File: src/rtl/spi_slave_if.sv
// spi_slave_if: SPI pin bundle plus byte-level tx/rx handshake for spi_slave
// Signals:
//   cs_n, sclk, mosi   SPI inputs from the master (asynchronous to clk)
//   miso, miso_oe      SPI data out and its drive enable
//   tx_data, tx_wr     byte to send and its write strobe
//   tx_full            tx buffer holds an unsent byte
//   rx_data, rx_valid  last received byte and its unread flag
//   rx_rd              acknowledge strobe clearing rx_valid (and overrun)
//   overrun            sticky receive overrun (only with SPI_SLAVE_OVERRUN_EN)
interface spi_slave_if;
    logic       cs_n;
    logic       sclk;
    logic       mosi;
    logic       miso;
    logic       miso_oe;
    logic [7:0] tx_data;
    logic       tx_wr;
    logic       tx_full;
    logic [7:0] rx_data;
    logic       rx_valid;
    logic       rx_rd;
    logic       overrun;

    modport slave (
        input  cs_n, sclk, mosi, tx_data, tx_wr, rx_rd,
        output miso, miso_oe, tx_full, rx_data, rx_valid, overrun
    );

    modport master (
        output cs_n, sclk, mosi, tx_data, tx_wr, rx_rd,
        input  miso, miso_oe, tx_full, rx_data, rx_valid, overrun
    );
endinterface

File: src/rtl/spi_slave.sv
// spi_slave: mode-0 SPI slave, MSB first, one-byte tx buffer and rx holding register
// Ports:
//   clk    system clock, all state on its rising edge
//   rst_n  asynchronous active-low reset
//   bus    spi_slave_if.slave: SPI pins plus tx/rx byte handshake
// Build option: define SPI_SLAVE_OVERRUN_EN to build the sticky overrun flag;
// without it overrun is tied to 0.
module spi_slave (
    input  logic       clk,
    input  logic       rst_n,
    spi_slave_if.slave bus
);
    typedef enum logic {IDLE, ACTIVE} state_t;

    state_t     state_q, state_d;
    logic [1:0] cs_q;
    logic [1:0] mosi_q;
    logic [2:0] sclk_q;
    logic [2:0] cnt_q, cnt_d;
    logic [7:0] tx_shift_q, tx_shift_d;
    logic [7:0] tx_buf_q, tx_buf_d;
    logic       tx_full_q, tx_full_d;
    logic [7:0] rx_shift_q, rx_shift_d;
    logic [7:0] rx_data_q, rx_data_d;
    logic       rx_valid_q, rx_valid_d;
    logic       cs_s, mosi_s, rise, fall, active, load, done, wr_ok;

    assign cs_s   = cs_q[1];
    assign mosi_s = mosi_q[1];
    assign rise   = sclk_q[1] & ~sclk_q[2];
    assign fall   = ~sclk_q[1] & sclk_q[2];
    // active excludes the cycle in which synced cs_n has already risen, so a
    // coincident sclk edge cannot touch state while the transfer is aborting
    assign active = (state_q == ACTIVE) & ~cs_s;
    // a byte is fetched on entry to ACTIVE and on each falling edge at a byte boundary
    assign load   = ((state_q == IDLE) & ~cs_s) | (active & fall & (cnt_q == 3'd0));
    assign done   = active & rise & (cnt_q == 3'd7);
    // a write is only accepted into an empty buffer; a same-cycle load sees the old content
    assign wr_ok  = bus.tx_wr & ~tx_full_q;

    always_comb begin
        state_d    = cs_s ? IDLE : ACTIVE;
        cnt_d      = !active ? 3'd0 : rise ? cnt_q + 3'd1 : cnt_q;
        rx_shift_d = !active ? 8'h00 : rise ? {rx_shift_q[6:0], mosi_s} : rx_shift_q;
        tx_shift_d = load ? (tx_full_q ? tx_buf_q : 8'hFF)
                   : !active ? 8'hFF
                   : fall ? {tx_shift_q[6:0], 1'b1} : tx_shift_q;
        tx_full_d  = (tx_full_q & ~load) | wr_ok;
        tx_buf_d   = wr_ok ? bus.tx_data : tx_buf_q;
        rx_data_d  = done ? {rx_shift_q[6:0], mosi_s} : rx_data_q;
        rx_valid_d = done | (rx_valid_q & ~bus.rx_rd);
    end

    always_ff @(posedge clk or negedge rst_n) begin
        if (!rst_n) begin
            state_q    <= IDLE;
            cs_q       <= 2'b11;
            mosi_q     <= 2'b11;
            sclk_q     <= 3'b000;
            cnt_q      <= 3'd0;
            tx_shift_q <= 8'hFF;
            tx_buf_q   <= 8'h00;
            tx_full_q  <= 1'b0;
            rx_shift_q <= 8'h00;
            rx_data_q  <= 8'h00;
            rx_valid_q <= 1'b0;
        end else begin
            state_q    <= state_d;
            cs_q       <= {cs_q[0], bus.cs_n};
            mosi_q     <= {mosi_q[0], bus.mosi};
            sclk_q     <= {sclk_q[1:0], bus.sclk};
            cnt_q      <= cnt_d;
            tx_shift_q <= tx_shift_d;
            tx_buf_q   <= tx_buf_d;
            tx_full_q  <= tx_full_d;
            rx_shift_q <= rx_shift_d;
            rx_data_q  <= rx_data_d;
            rx_valid_q <= rx_valid_d;
        end
    end

`ifdef SPI_SLAVE_OVERRUN_EN
    logic overrun_q, overrun_d;

    // rx_rd wins over a concurrent completion since that byte is being accepted
    assign overrun_d = ~bus.rx_rd & (overrun_q | (done & rx_valid_q));

    always_ff @(posedge clk or negedge rst_n) begin
        if (!rst_n) overrun_q <= 1'b0;
        else        overrun_q <= overrun_d;
    end

    assign bus.overrun = overrun_q;
`else
    assign bus.overrun = 1'b0;
`endif

    assign bus.miso     = tx_shift_q[7];
    assign bus.miso_oe  = ~cs_s;
    assign bus.tx_full  = tx_full_q;
    assign bus.rx_data  = rx_data_q;
    assign bus.rx_valid = rx_valid_q;
endmodule

File: src/flat_wrapper.sv
// flat-port wrapper written by rule: the top's interface ports become plain ports
module spi_slave_flat 
  (clk, rst_n, bus_cs_n, bus_sclk, bus_mosi, bus_tx_data, bus_tx_wr, bus_rx_rd, bus_miso, bus_miso_oe, bus_tx_full, bus_rx_data, bus_rx_valid, bus_overrun);
  spi_slave_if bus_i ();
  input  logic clk;
  input  logic rst_n;
  input wire logic [$bits(bus_i.cs_n)-1:0] bus_cs_n;
  input wire logic [$bits(bus_i.sclk)-1:0] bus_sclk;
  input wire logic [$bits(bus_i.mosi)-1:0] bus_mosi;
  input wire logic [$bits(bus_i.tx_data)-1:0] bus_tx_data;
  input wire logic [$bits(bus_i.tx_wr)-1:0] bus_tx_wr;
  input wire logic [$bits(bus_i.rx_rd)-1:0] bus_rx_rd;
  output wire logic [$bits(bus_i.miso)-1:0] bus_miso;
  output wire logic [$bits(bus_i.miso_oe)-1:0] bus_miso_oe;
  output wire logic [$bits(bus_i.tx_full)-1:0] bus_tx_full;
  output wire logic [$bits(bus_i.rx_data)-1:0] bus_rx_data;
  output wire logic [$bits(bus_i.rx_valid)-1:0] bus_rx_valid;
  output wire logic [$bits(bus_i.overrun)-1:0] bus_overrun;
  assign bus_i.cs_n = bus_cs_n;
  assign bus_i.sclk = bus_sclk;
  assign bus_i.mosi = bus_mosi;
  assign bus_i.tx_data = bus_tx_data;
  assign bus_i.tx_wr = bus_tx_wr;
  assign bus_i.rx_rd = bus_rx_rd;
  assign bus_miso = bus_i.miso;
  assign bus_miso_oe = bus_i.miso_oe;
  assign bus_tx_full = bus_i.tx_full;
  assign bus_rx_data = bus_i.rx_data;
  assign bus_rx_valid = bus_i.rx_valid;
  assign bus_overrun = bus_i.overrun;
  spi_slave u_core (.clk(clk), .rst_n(rst_n), .bus(bus_i));
endmodule
File: config.mk
export PLATFORM = sky130hd
export DESIGN_NAME = spi_slave_flat
export DESIGN_NICKNAME = d
export VERILOG_FILES = /design/src/rtl/spi_slave_if.sv /design/src/rtl/spi_slave.sv /design/src/flat_wrapper.sv
export SDC_FILE = /design/constraint.sdc
export NUM_CORES = 1
export LEC_CHECK = 0
export BUFFER_PORTS_ARGS = -buffer_cell sky130_fd_sc_hd__clkbuf_2
export CORE_AREA = 3 3 64 66
export DETAILED_ROUTE_END_ITERATION = 6
export DIE_AREA = 0 0 67 69
export PLACE_DENSITY = 0.79
export SLEW_MARGIN = 20
export SYNTH_ARGS = -nofsm -noshare
export SYNTH_HDL_FRONTEND = slang
export SYNTH_SLANG_ARGS = --single-unit
File: constraint.sdc
create_clock -name clk -period 1.9 [get_ports clk]
set_input_delay 0.19 -clock clk [delete_from_list [all_inputs] [get_ports clk]]
set_output_delay 0.19 -clock clk [all_outputs]
set_load 0.02 [all_outputs]
==> run summary <==
die area: 4620 sq um
Worst setup EP type: flop
Worst setup SP type: flop
drt initial violations: 74
Worst-Skew Late Latency: 0.30 ns
RR Startpoint: u_core.state_q$_DFF_PN0_
average wire per standard cell: 14.8 um
Worst Hold End: u_core.bus.rx_valid$_DFF_PN0_
overall routing resource usage: 17.2%
Sink Count: 44
Core ar.: 3630 sq um
Setup Skew: 0.00612 ns
grt total ovfl: 0
Die Wd: 67 um
syn_area_per_cell: 12.3 sq um
largest net degree at the start of global routing: 25
post-place setup slack: 0.339 ns
outcome: completed
worst hold start: bus_rx_rd
share of cells above drive strength 1: 40.9%
Unique masters post-synth: 31
Core Util, Final: 63.7%
CP Max Fanout: 17
R2R setup slack: 0.30 ns
relative slew slack: 64.9%
Std-Cell Rows: 22
Max Freq: 626 MHz
sequential area share after synthesis: 55.9%
post-layout min period: 1.60 ns
final setup fails: 0
clock power share: 35.6%
Hold WS: 0.0663 ns
H-Tree Depth: 2
placed wire-length estimate: 2630 um
first-pass GRT wire length: 6020 um
Slew @ Worst Pin: 0.526 ns
Pleak: 1.05 nW
Min-Delay Path Class: in2reg
RSZ-0062 raised after global routing: false
Worst Slack Setup Final: 0.303 ns
drc violations: 0
Slew Limit Fails: 0
Reg clk slew, reported paths: 0.09 ns
initial antenna violation count: 0
Pre-Repair DR Iteration Count: 4
fraction of registers with async set/reset: 100%
net switching power: 0.502 mW
register share of total power: 53.8%
switching share of power: 24.7%
worst path bufs/invs: 1
placer congestion estimate: 0.768
total clock buffers created by CTS: 5
Clock Path Buffers: 2
Cell Chain, Critical Path: nand2b_1, buf_4, nor3_1, a41oi_2
worst r2r dst: u_core.tx_shift_q[0]$_DFFE_PN1P_
Worst EP arrival: 1.82 ns
Worst Hold Depth: 2
area grow syn2layout: 15.8%
Area contributors post-synth: dfrtp_1, dfstp_2, mux2_4
Via Count: 1277
leading area contributor after synthesis: dfrtp_1
Reg2Reg Depth: 4
kind of critical path: reg2reg
final hold violations: 0
Top FF cell, synth: dfrtp_1
synthesized instance count: 162
Worst path max stage delay: 0.68 ns
Avg Vias per Cell: 5.30
diode count: 0
Die H: 69 um
EDFF count, synth: 0
Logic pwr share: 10.6%
Seq cells post-synth: 44
post-route ant nets: 0
Worst IR Drop VDD: 0.626 mV
root buf cell: clkbuf_8
Synth Cell Area: 2000 sq um
I/O pin total: 28
number of global-route vias before repair: 1231
Power, Total: 2.03 mW
I/O Buffers: 26
Final #Nets: 210
Initial Util: 55.0%
YS warnings: 0
CTS tree: yes
Int Pwr: 1.53 mW
setup TNS: 0 ns
Worst Path Required: 2.12 ns
Tcrit/Tclk final: 84.0%
Post-Route WL: 3580 um
post-synth net total: 180
slowest CP cell: dfrtp_1
Synth top area share: 40.1%
MaxCap Viol Count: 0
pwr dens: 878 nW/um^2
Top delay family on crit path: flip-flops
[timing repair]
item	4_1_cts	5_1_grt
setup buffers	0	0
hold endpoints to repair	15	0
hold buffers	4	0
resized for setup	0	0
[worst register-to-register path, cell delays in order (launching register included)]
cell      delay (ns)
dfrtp_1         0.68
nand2b_1        0.31
buf_4           0.27
nor3_1          0.20
a41oi_2         0.05
[cell type report]
cell class | count | area, sq um
repair buffers | 34 | 213
inverters | 6 | 23.8
clock buffers | 5 | 68.8
fillers | 289 | 1320
clock inverters | 3 | 46.3
well taps | 48 | 60.1
multi-input cells | 101 | 786
flip-flops and latches | 44 | 1120
[stage by stage]
step,area [sq um],instances
after floorplan,2000,162
after global placement,2160,229
after detailed placement,2160,229
after CTS,2310,241
after global routing,2310,241
final,2310,241
[power groups by stage]
stage / registers, mW / clock network, mW / logic, mW
after detailed placement: 1.11 / 0 / 0.213
after CTS: 1.09 / 0.746 / 0.220
after global routing: 1.10 / 0.792 / 0.238
final: 1.09 / 0.723 / 0.216
after floorplan: 1.09 / 0 / 0.153
after global placement: 1.11 / 0 / 0.203
[cells in the mapped netlist (2+ instances only)]
library cell	n
dfrtp_1	32
and4b_1	7
mux2_4	8
a211oi_2	7
mux2_2	7
nand2_1	21
dfstp_2	12
nand2b_1	2
o21ai_0	2
nor2_1	8
nor3_1	8
a211oi_1	6
buf_2	6
buf_6	2
ha_1	3
inv_1	5
a21oi_1	10
nor2b_1	2
buf_4	2
[worst max path at each step]
stage / from / endpoint / slack (ns) / depth (start not counted)
3_5_place_dp: u_core.state_q$_DFF_PN0_ / u_core.tx_shift_q[0]$_DFFE_PN1P_ / 0.34 / 4
2_1_floorplan: u_core.cs_q[1]$_DFF_PN1_ / u_core.bus.rx_data[0]$_DFFE_PN0P_ / 0.49 / 4
4_1_cts: u_core.state_q$_DFF_PN0_ / u_core.tx_shift_q[0]$_DFFE_PN1P_ / 0.32 / 4
5_1_grt: u_core.state_q$_DFF_PN0_ / u_core.tx_shift_q[6]$_DFFE_PN1P_ / 0.19 / 4
6_report: u_core.state_q$_DFF_PN0_ / u_core.tx_shift_q[0]$_DFFE_PN1P_ / 0.30 / 4
3_3_place_gp: u_core.state_q$_DFF_PN0_ / u_core.tx_shift_q[0]$_DFFE_PN1P_ / 0.39 / 4
[placed cells by master (no fill, tap or decap), types with 6 or more instances in the layout]
master / synthesis / final
dfrtp_1: 32 / 32
clkbuf_2: 1 / 26
nand2_1: 21 / 21
dfstp_2: 12 / 12
a21oi_1: 10 / 10
nor2_1: 8 / 8
nor3_1: 8 / 8
mux2_4: 8 / 8
and4b_1: 7 / 7
a211oi_2: 7 / 7
mux2_2: 7 / 7
a211oi_1: 6 / 6
[metal layers]
layer	GRT usage [%]	vias to the layer above	wire length (um)	share of wire, %
met5	0	-	0	0
met4	9.68	0	79	2.2
met3	4.40	9	200	5.6
met2	25.1	28	1690	47
met1	23.0	622	1600	45
li1	-	618	-	-
[state kept, by name, indices dropped and copies added, names as in the netlist, 2 cells and up]
| signal | count |
|---|---|
| u_core.tx_shift_q | 8 |
| u_core.mosi_q | 2 |
| u_core.cs_q | 2 |
| u_core.sclk_q | 3 |
| u_core.rx_shift_q | 7 |
| u_core.cnt_q | 3 |
| u_core.bus.rx_data | 8 |
| u_core.tx_buf_q | 8 |
[logic make-up (layout without fill, tap and decap cells)]
kind of cell / Yosys count / count (layout) / share of synthesized area [%]
flip-flops: 44 / 44 / 55.9
AND/OR/NAND/NOR: 53 / 53 / 15.3
buffers and inverters: 17 / 48 / 4.82
adder cells (fa/ha/maj): 3 / 3 / 1.88
AO/OA/AOI/OAI: 29 / 29 / 12.0
multiplexers: 15 / 15 / 9.96
other: 1 / 1 / 0.188
Note: power is estimated with default switching activity, not from simulation.
